--- src/rtl/jtcps2_keyldr_if.sv ---
// Byte-stream and committed-key signals between the ROM downloader, the CPS2 key loader
// and the opcode decoder.
interface jtcps2_keyldr_if #(
    parameter int AW   = 5,
    parameter int SUMW = 12,
    parameter int KEYW = 64,
    parameter int RNGW = 16
);
    logic [7:0]      din;
    logic [AW-1:0]   din_addr;
    logic            din_we;
    logic            clr;
    logic [KEYW-1:0] key;
    logic [RNGW-1:0] addr_rng;
    logic            key_valid;
    logic            loading;
    logic [SUMW-1:0] sum;
    logic            err;

    modport master (output din, din_addr, din_we, clr,
                    input  key, addr_rng, key_valid, loading, sum, err);
    modport slave  (input  din, din_addr, din_we, clr,
                    output key, addr_rng, key_valid, loading, sum, err);
endinterface

--- src/rtl/jtcps2_keyldr.sv ---
// Double-buffered CPS2 key loader: bytes build up in a working buffer and only a
// complete load is copied to the shadow that drives key/addr_rng.
module jtcps2_keyldr #(
    parameter int NBYTES = 20,
    parameter int AW     = 5,
    parameter int SUMW   = 12,
    parameter int KEYW   = 64,
    parameter int RNGW   = 16,
    parameter int ROT    = 6
) (
    input  logic          clk,
    input  logic          rst_n,
    jtcps2_keyldr_if.slave bus
);
    typedef enum logic [1:0] {IDLE, LOAD, COMMIT} state_t;

    localparam logic [AW:0] NB = NBYTES[AW:0];

    state_t              state;
    logic [8*NBYTES-1:0] raw;
    logic [NBYTES-1:0]   mask;
    logic [SUMW-1:0]     sum;
    logic [KEYW-1:0]     skey;
    logic [RNGW-1:0]     srng;
    logic                key_valid;
    logic                err;
    logic                last_we;

    logic                wr_ev;
    logic                in_rng;
    logic                wr_ok;
    logic                commit;
    logic [AW-1:0]       idx;
    logic [7:0]          old;
    logic [SUMW-1:0]     nsum;
    logic [KEYW-1:0]     key_rot;

    assign wr_ev  = bus.din_we && !last_we;
    assign in_rng = {1'b0, bus.din_addr} < NB;
    assign wr_ok  = wr_ev && in_rng && !bus.clr;
    assign idx    = in_rng ? bus.din_addr : '0;
    assign commit = (state == LOAD) && (&mask);

    // Stale raw bytes are invisible unless their mask bit is set; during COMMIT the
    // buffer is being emptied, so a write there starts from an empty sum.
    assign old  = (mask[idx] && state != COMMIT) ? raw[{idx, 3'b000} +: 8] : 8'h00;
    assign nsum = (state == COMMIT ? '0 : sum) + SUMW'(bus.din) - SUMW'(old);

    always_ff @(posedge clk or negedge rst_n) begin
        if (!rst_n) begin
            state     <= IDLE;
            raw       <= '0;
            mask      <= '0;
            sum       <= '0;
            skey      <= '0;
            srng      <= '0;
            key_valid <= 1'b0;
            err       <= 1'b0;
            last_we   <= 1'b0;
        end else begin
            last_we <= bus.din_we;
            if (wr_ev && !in_rng) err <= 1'b1;

            // Shadow loads on the edge that leaves LOAD, one edge after the last byte
            if (commit) begin
                skey      <= raw[KEYW-1:0];
                srng      <= raw[8*NBYTES-1 -: RNGW];
                key_valid <= 1'b1;
            end

            case (state)
                IDLE:    if (wr_ok) state <= LOAD;
                LOAD:    if (commit) state <= COMMIT;
                COMMIT:  state <= wr_ok ? LOAD : IDLE;
                default: state <= IDLE;
            endcase
            if (bus.clr) state <= IDLE;

            if (bus.clr || state == COMMIT) begin
                mask <= '0;
                sum  <= '0;
            end
            if (wr_ok) begin
                raw[{idx, 3'b000} +: 8] <= bus.din;
                mask[idx]               <= 1'b1;
                sum                     <= nsum;
            end
        end
    end

    for (genvar k = 0; k < KEYW/16; k++) begin : g_word
        logic [15:0] w;
        assign w                    = skey[16*k +: 16];
        assign key_rot[16*k +: 16]  = (w << ROT) | (w >> (16 - ROT));
    end

    assign bus.key       = key_rot;
    assign bus.addr_rng  = srng;
    assign bus.key_valid = key_valid;
    assign bus.loading   = (state == LOAD);
    assign bus.sum       = sum;
    assign bus.err       = err;
endmodule

--- src/flat_wrapper.sv ---
// flat-port wrapper written by rule: the top's interface ports become plain ports
module jtcps2_keyldr_flat 
#(
    parameter int NBYTES = 20,
    parameter int AW     = 5,
    parameter int SUMW   = 12,
    parameter int KEYW   = 64,
    parameter int RNGW   = 16,
    parameter int ROT    = 6
)
  (clk, rst_n, bus_din, bus_din_addr, bus_din_we, bus_clr, bus_key, bus_addr_rng, bus_key_valid, bus_loading, bus_sum, bus_err);
  jtcps2_keyldr_if #(.AW(AW), .SUMW(SUMW), .KEYW(KEYW), .RNGW(RNGW)) bus_i ();
  input  logic clk;
  input  logic rst_n;
  input wire logic [$bits(bus_i.din)-1:0] bus_din;
  input wire logic [$bits(bus_i.din_addr)-1:0] bus_din_addr;
  input wire logic [$bits(bus_i.din_we)-1:0] bus_din_we;
  input wire logic [$bits(bus_i.clr)-1:0] bus_clr;
  output wire logic [$bits(bus_i.key)-1:0] bus_key;
  output wire logic [$bits(bus_i.addr_rng)-1:0] bus_addr_rng;
  output wire logic [$bits(bus_i.key_valid)-1:0] bus_key_valid;
  output wire logic [$bits(bus_i.loading)-1:0] bus_loading;
  output wire logic [$bits(bus_i.sum)-1:0] bus_sum;
  output wire logic [$bits(bus_i.err)-1:0] bus_err;
  assign bus_i.din = bus_din;
  assign bus_i.din_addr = bus_din_addr;
  assign bus_i.din_we = bus_din_we;
  assign bus_i.clr = bus_clr;
  assign bus_key = bus_i.key;
  assign bus_addr_rng = bus_i.addr_rng;
  assign bus_key_valid = bus_i.key_valid;
  assign bus_loading = bus_i.loading;
  assign bus_sum = bus_i.sum;
  assign bus_err = bus_i.err;
  jtcps2_keyldr #(.NBYTES(NBYTES), .AW(AW), .SUMW(SUMW), .KEYW(KEYW), .RNGW(RNGW), .ROT(ROT)) u_core (.clk(clk), .rst_n(rst_n), .bus(bus_i));
endmodule
--- config.mk ---
export PLATFORM = sky130hd
export DESIGN_NAME = jtcps2_keyldr_flat
export DESIGN_NICKNAME = d
export VERILOG_FILES = /design/src/rtl/jtcps2_keyldr_if.sv /design/src/rtl/jtcps2_keyldr.sv /design/src/flat_wrapper.sv
export SDC_FILE = /design/constraint.sdc
export NUM_CORES = 1
export LEC_CHECK = 0
export ABC_AREA = 1
export CORE_ASPECT_RATIO = 0.7
export CORE_UTILIZATION = 42
export CTS_CLUSTER_DIAMETER = 100
export DETAILED_ROUTE_END_ITERATION = 7
export GPL_ROUTABILITY_DRIVEN = 0
export GPL_TIMING_DRIVEN = 0
export PLACE_DENSITY = 0.65
export SYNTH_ARGS = -nofsm -noshare
export SYNTH_HDL_FRONTEND = slang
export SYNTH_SLANG_ARGS = --single-unit
--- constraint.sdc ---
create_clock -name clk -period 3 [get_ports clk]
set_input_delay 0.3 -clock clk [delete_from_list [all_inputs] [get_ports clk]]
set_output_delay 0.3 -clock clk [all_outputs]
set_load 0.02 [all_outputs]
==> key figures <==
Run status
  – Outcome: completed

CTS
  – Clock slew at reported path FFs: 0.07 ns
  – CTS buffer count: 29
  – Max clock buf depth: 3
  – CTS tree: done
  – Root Buffer: clkbuf_16
  – Clock Sink Count: 277
  – H-tree lvl count: 1
  – Clk_lat worst skew: 0.58 ns

Drt
  – Residual DRC: 0
  – Routed Antenna Nets: 0
  – First-pass DRT Iterations: 6
  – Met3 WL post-DR: 5810 um
  – Wl on met1: 21600 um
  – DR iter-0 viols: 1780
  – Total wire length: 47900 um
  – Met2 WL post-DR: 18900 um
  – Routed via count: 13605
  – Via/cell ratio: 5.57
  – Top Layer Used: met4
  – Drt wl/cell: 19.6 um

Placed design
  – Inst Count DP: 2377
  – Port bufs: 107
  – Placed cell areas: 15700 um2
  – Post-DP HPWL: 35600 um
  – Dpl ws: -1.60 ns

Synth
  – Post-Syn Nets: 1883
  – FFs w/ async S/R, synth: 100%
  – Synth cell types: 38
  – Most frequent cell after synthesis: nand2_1
  – Yosys top cell by area: dfrtp_1
  – Syn. warnings: 0
  – Synth area leaders: dfrtp_1, nand2_1, nand3_1, inv_1, o21ai_0
  – Syn Area/Cell: 7.54 um2
  – Most common library cells after synthesis: nand2_1, dfrtp_1, nand3_1
  – EDFF count, synth: 0
  – Area share of the largest cell type after synthesis: 50.0%
  – Sequential area share after synthesis: 50.0%
  – Mapped Cells: 1840
  – #FFs+latches synth: 277
  – Top_reg_cell synth: dfrtp_1
  – Cell Area, Synth: 13900 um2

STA
  – Final Skew: 0.0134 ns
  – Final Setup Violations: 0
  – Slew margin rel.: 23.9%
  – Period utilization: 99.4%
  – Final hold slack: 0.171 ns
  – RSZ-0062 raised after global routing: yes
  – Worst slew pin tran: 1.14 ns
  – Final Hold Fails: 0
  – Max-slew violation count: 0
  – Tmin final: 2.98 ns
  – Fmax achieved: 335 MHz
  – TNS Setup: 0 ns
  – Worst setup margin: 0.0172 ns

Final layout
  – Post-route insts no fill: 2443
  – Post-route cell area: 17200 um2
  – # fillers: 3031
  – Nets@finish: 2034
  – P&R area growth vs syn: 24.3%
  – Final core utilization: 53.2%
  – Fraction of layout cells with a size suffix above 1: 10.8%

Worst setup path
  – Worst r2r path cells: 19
  – FF-to-FF setup slack: 0.03 ns
  – CP endpoint kind: flop
  – Worst r2r src: u_core.raw[104]$_DFFE_PN0P_
  – Reg-to-reg critical path endpoint: u_core.bus.sum[8]$_DFFE_PN0P_
  – Setup CP Type: in2reg
  – WP data required: 3.47 ns
  – Crit path capture: u_core.bus.sum[8]$_DFFE_PN0P_
  – Data arrival, critical path: 3.45 ns
  – Crit-path max FO: 8
  – Critical Path Source Type: input port
  – Crit. Startpoint: bus_din_addr[3]

Pwr
  – Max IR drop VDD: 396 uV
  – LEAKAGE: 8.68 nW
  – Total Power: 9.46 mW
  – PD cells: 549 nW/um2

Min path
  – Hold Path Class: in2reg

Global route
  – Number of global-route vias before repair: 12517
  – Antenna violations before repair: 1
  – Largest net degree at the start of global routing: 79
  – GRT Residual Overflow: 0
  – GRT Total Usage: 28.4%
  – First-pass GRT wire length: 73500 um

Floorplan
  – Die Ht: 154 um
  – Starting Density: 42.8%
  – Die area: 33800 um2
  – I/O Pins: 112
  – Chip width: 219 um
  – Row count: 55
  – Core area: 32400 um2

Flow run
  – Max-Cap Viols: 0
## layer usage
layer  up-vias  global-route usage [%]
met2       753                    38.2
li1       6210                       -
met5         -                       0
met1      6518                    43.6
met3       124                    7.93
met4         0                    8.70
## worst min path at each step
stage,start,end,slack (ns),depth (start not counted)
2_1_floorplan,rst_n,u_core.bus.addr_rng[0]$_DFFE_PN0P_,0.004,0
3_3_place_gp,u_core.raw[135]$_DFFE_PN0P_,u_core.raw[135]$_DFFE_PN0P_,0.45,2
3_5_place_dp,rst_n,u_core.skey[38]$_DFFE_PN0P_,0.26,1
4_1_cts,bus_din_we,u_core.last_we$_DFF_PN0_,0.18,1
5_1_grt,bus_din_we,u_core.last_we$_DFF_PN0_,0.18,1
6_report,bus_din_addr[3],u_core.mask[1]$_DFF_PN0_,0.17,4
## final cells by class
type	instances	area, um2	area share [%]
diodes	2	5.00	0.0290
flip-flops and latches	277	6930	40.2
multi-input cells	1343	6460	37.4
plain buffers	95	566	3.28
clock inverters	11	153	0.885
inverters	123	469	2.72
well taps	427	534	3.10
repair buffers	122	1270	7.38
clock buffers	43	858	4.98
## cell usage in the layout, fill, tap and decap left out, types with 3 or more instances in the layout
| cell | count |
|---|---|
| nor2_1 | 68 |
| clkbuf_1 | 44 |
| inv_2 | 4 |
| bufinv_16 | 3 |
| a21oi_4 | 4 |
| dfrtp_1 | 277 |
| ha_4 | 6 |
| o21ai_0 | 74 |
| nand3_1 | 261 |
| o22ai_1 | 7 |
| nand2_4 | 4 |
| buf_8 | 5 |
| clkbuf_16 | 29 |
| inv_1 | 114 |
| buf_6 | 5 |
| o21ai_1 | 14 |
| a21oi_1 | 23 |
| clkbuf_8 | 12 |
| nand4_1 | 25 |
| xnor2_1 | 3 |
| buf_2 | 14 |
| a21oi_2 | 9 |
| nand2_2 | 12 |
| clkdlybuf4s50_1 | 102 |
| fa_1 | 6 |
| nand2_1 | 748 |
| nor2_2 | 18 |
| buf_16 | 3 |
| clkbuf_4 | 7 |
| clkbuf_2 | 14 |
| ha_1 | 12 |
| nand3_2 | 19 |
| buf_4 | 20 |
| clkinv_2 | 6 |
## timing repair
action                                 4_1_cts  5_1_grt
setup endpoints to repair                  183      149
resized for setup                          100       75
hold buffers                                 1        0
setup buffers                                7        4
pin swaps                                   19       29
endpoints found under the hold margin       54        0
## logic make-up after synthesis
group | synth area share, %
flip-flops | 50.0
AO/OA/AOI/OAI | 5.56
adder cells (fa/ha/maj) | 2.78
AND/OR/NAND/NOR | 34.9
buffers and inverters | 6.15
XOR/XNOR | 0.632
## critical path, cell delays in order
cell and delay (ns):
buf_6 0.11, o21ai_4 0.26, nand2_4 0.13, buf_8 0.16, buf_12 0.13, nand2_4 0.05
nand3_2 0.06, nand3_2 0.07, nand2_2 0.08, nor2_4 0.20, nand4_1 0.16, nor2_2 0.18
fa_2 0.49, fa_2 0.45, nor3_2 0.16, nor2_2 0.07, o21bai_1 0.19, nand2_1 0.08
nand2_1 0.06, o21ai_1 0.07
## power by group
group          switching (mW)  internal [mW]
logic                    1.08          0.584
clock network            1.57           2.25
registers               0.104           3.87
## state kept, by name (all words and copies together) (netlist names)
name and cells:
u_core.bus.key_valid 1, u_core.mask 20, u_core.last_we 1, u_core.bus.sum 12
u_core.bus.addr_rng 16, u_core.bus.err 1, u_core.raw 160, u_core.state 2
u_core.skey 64
Power figures use the tool's default switching activity.
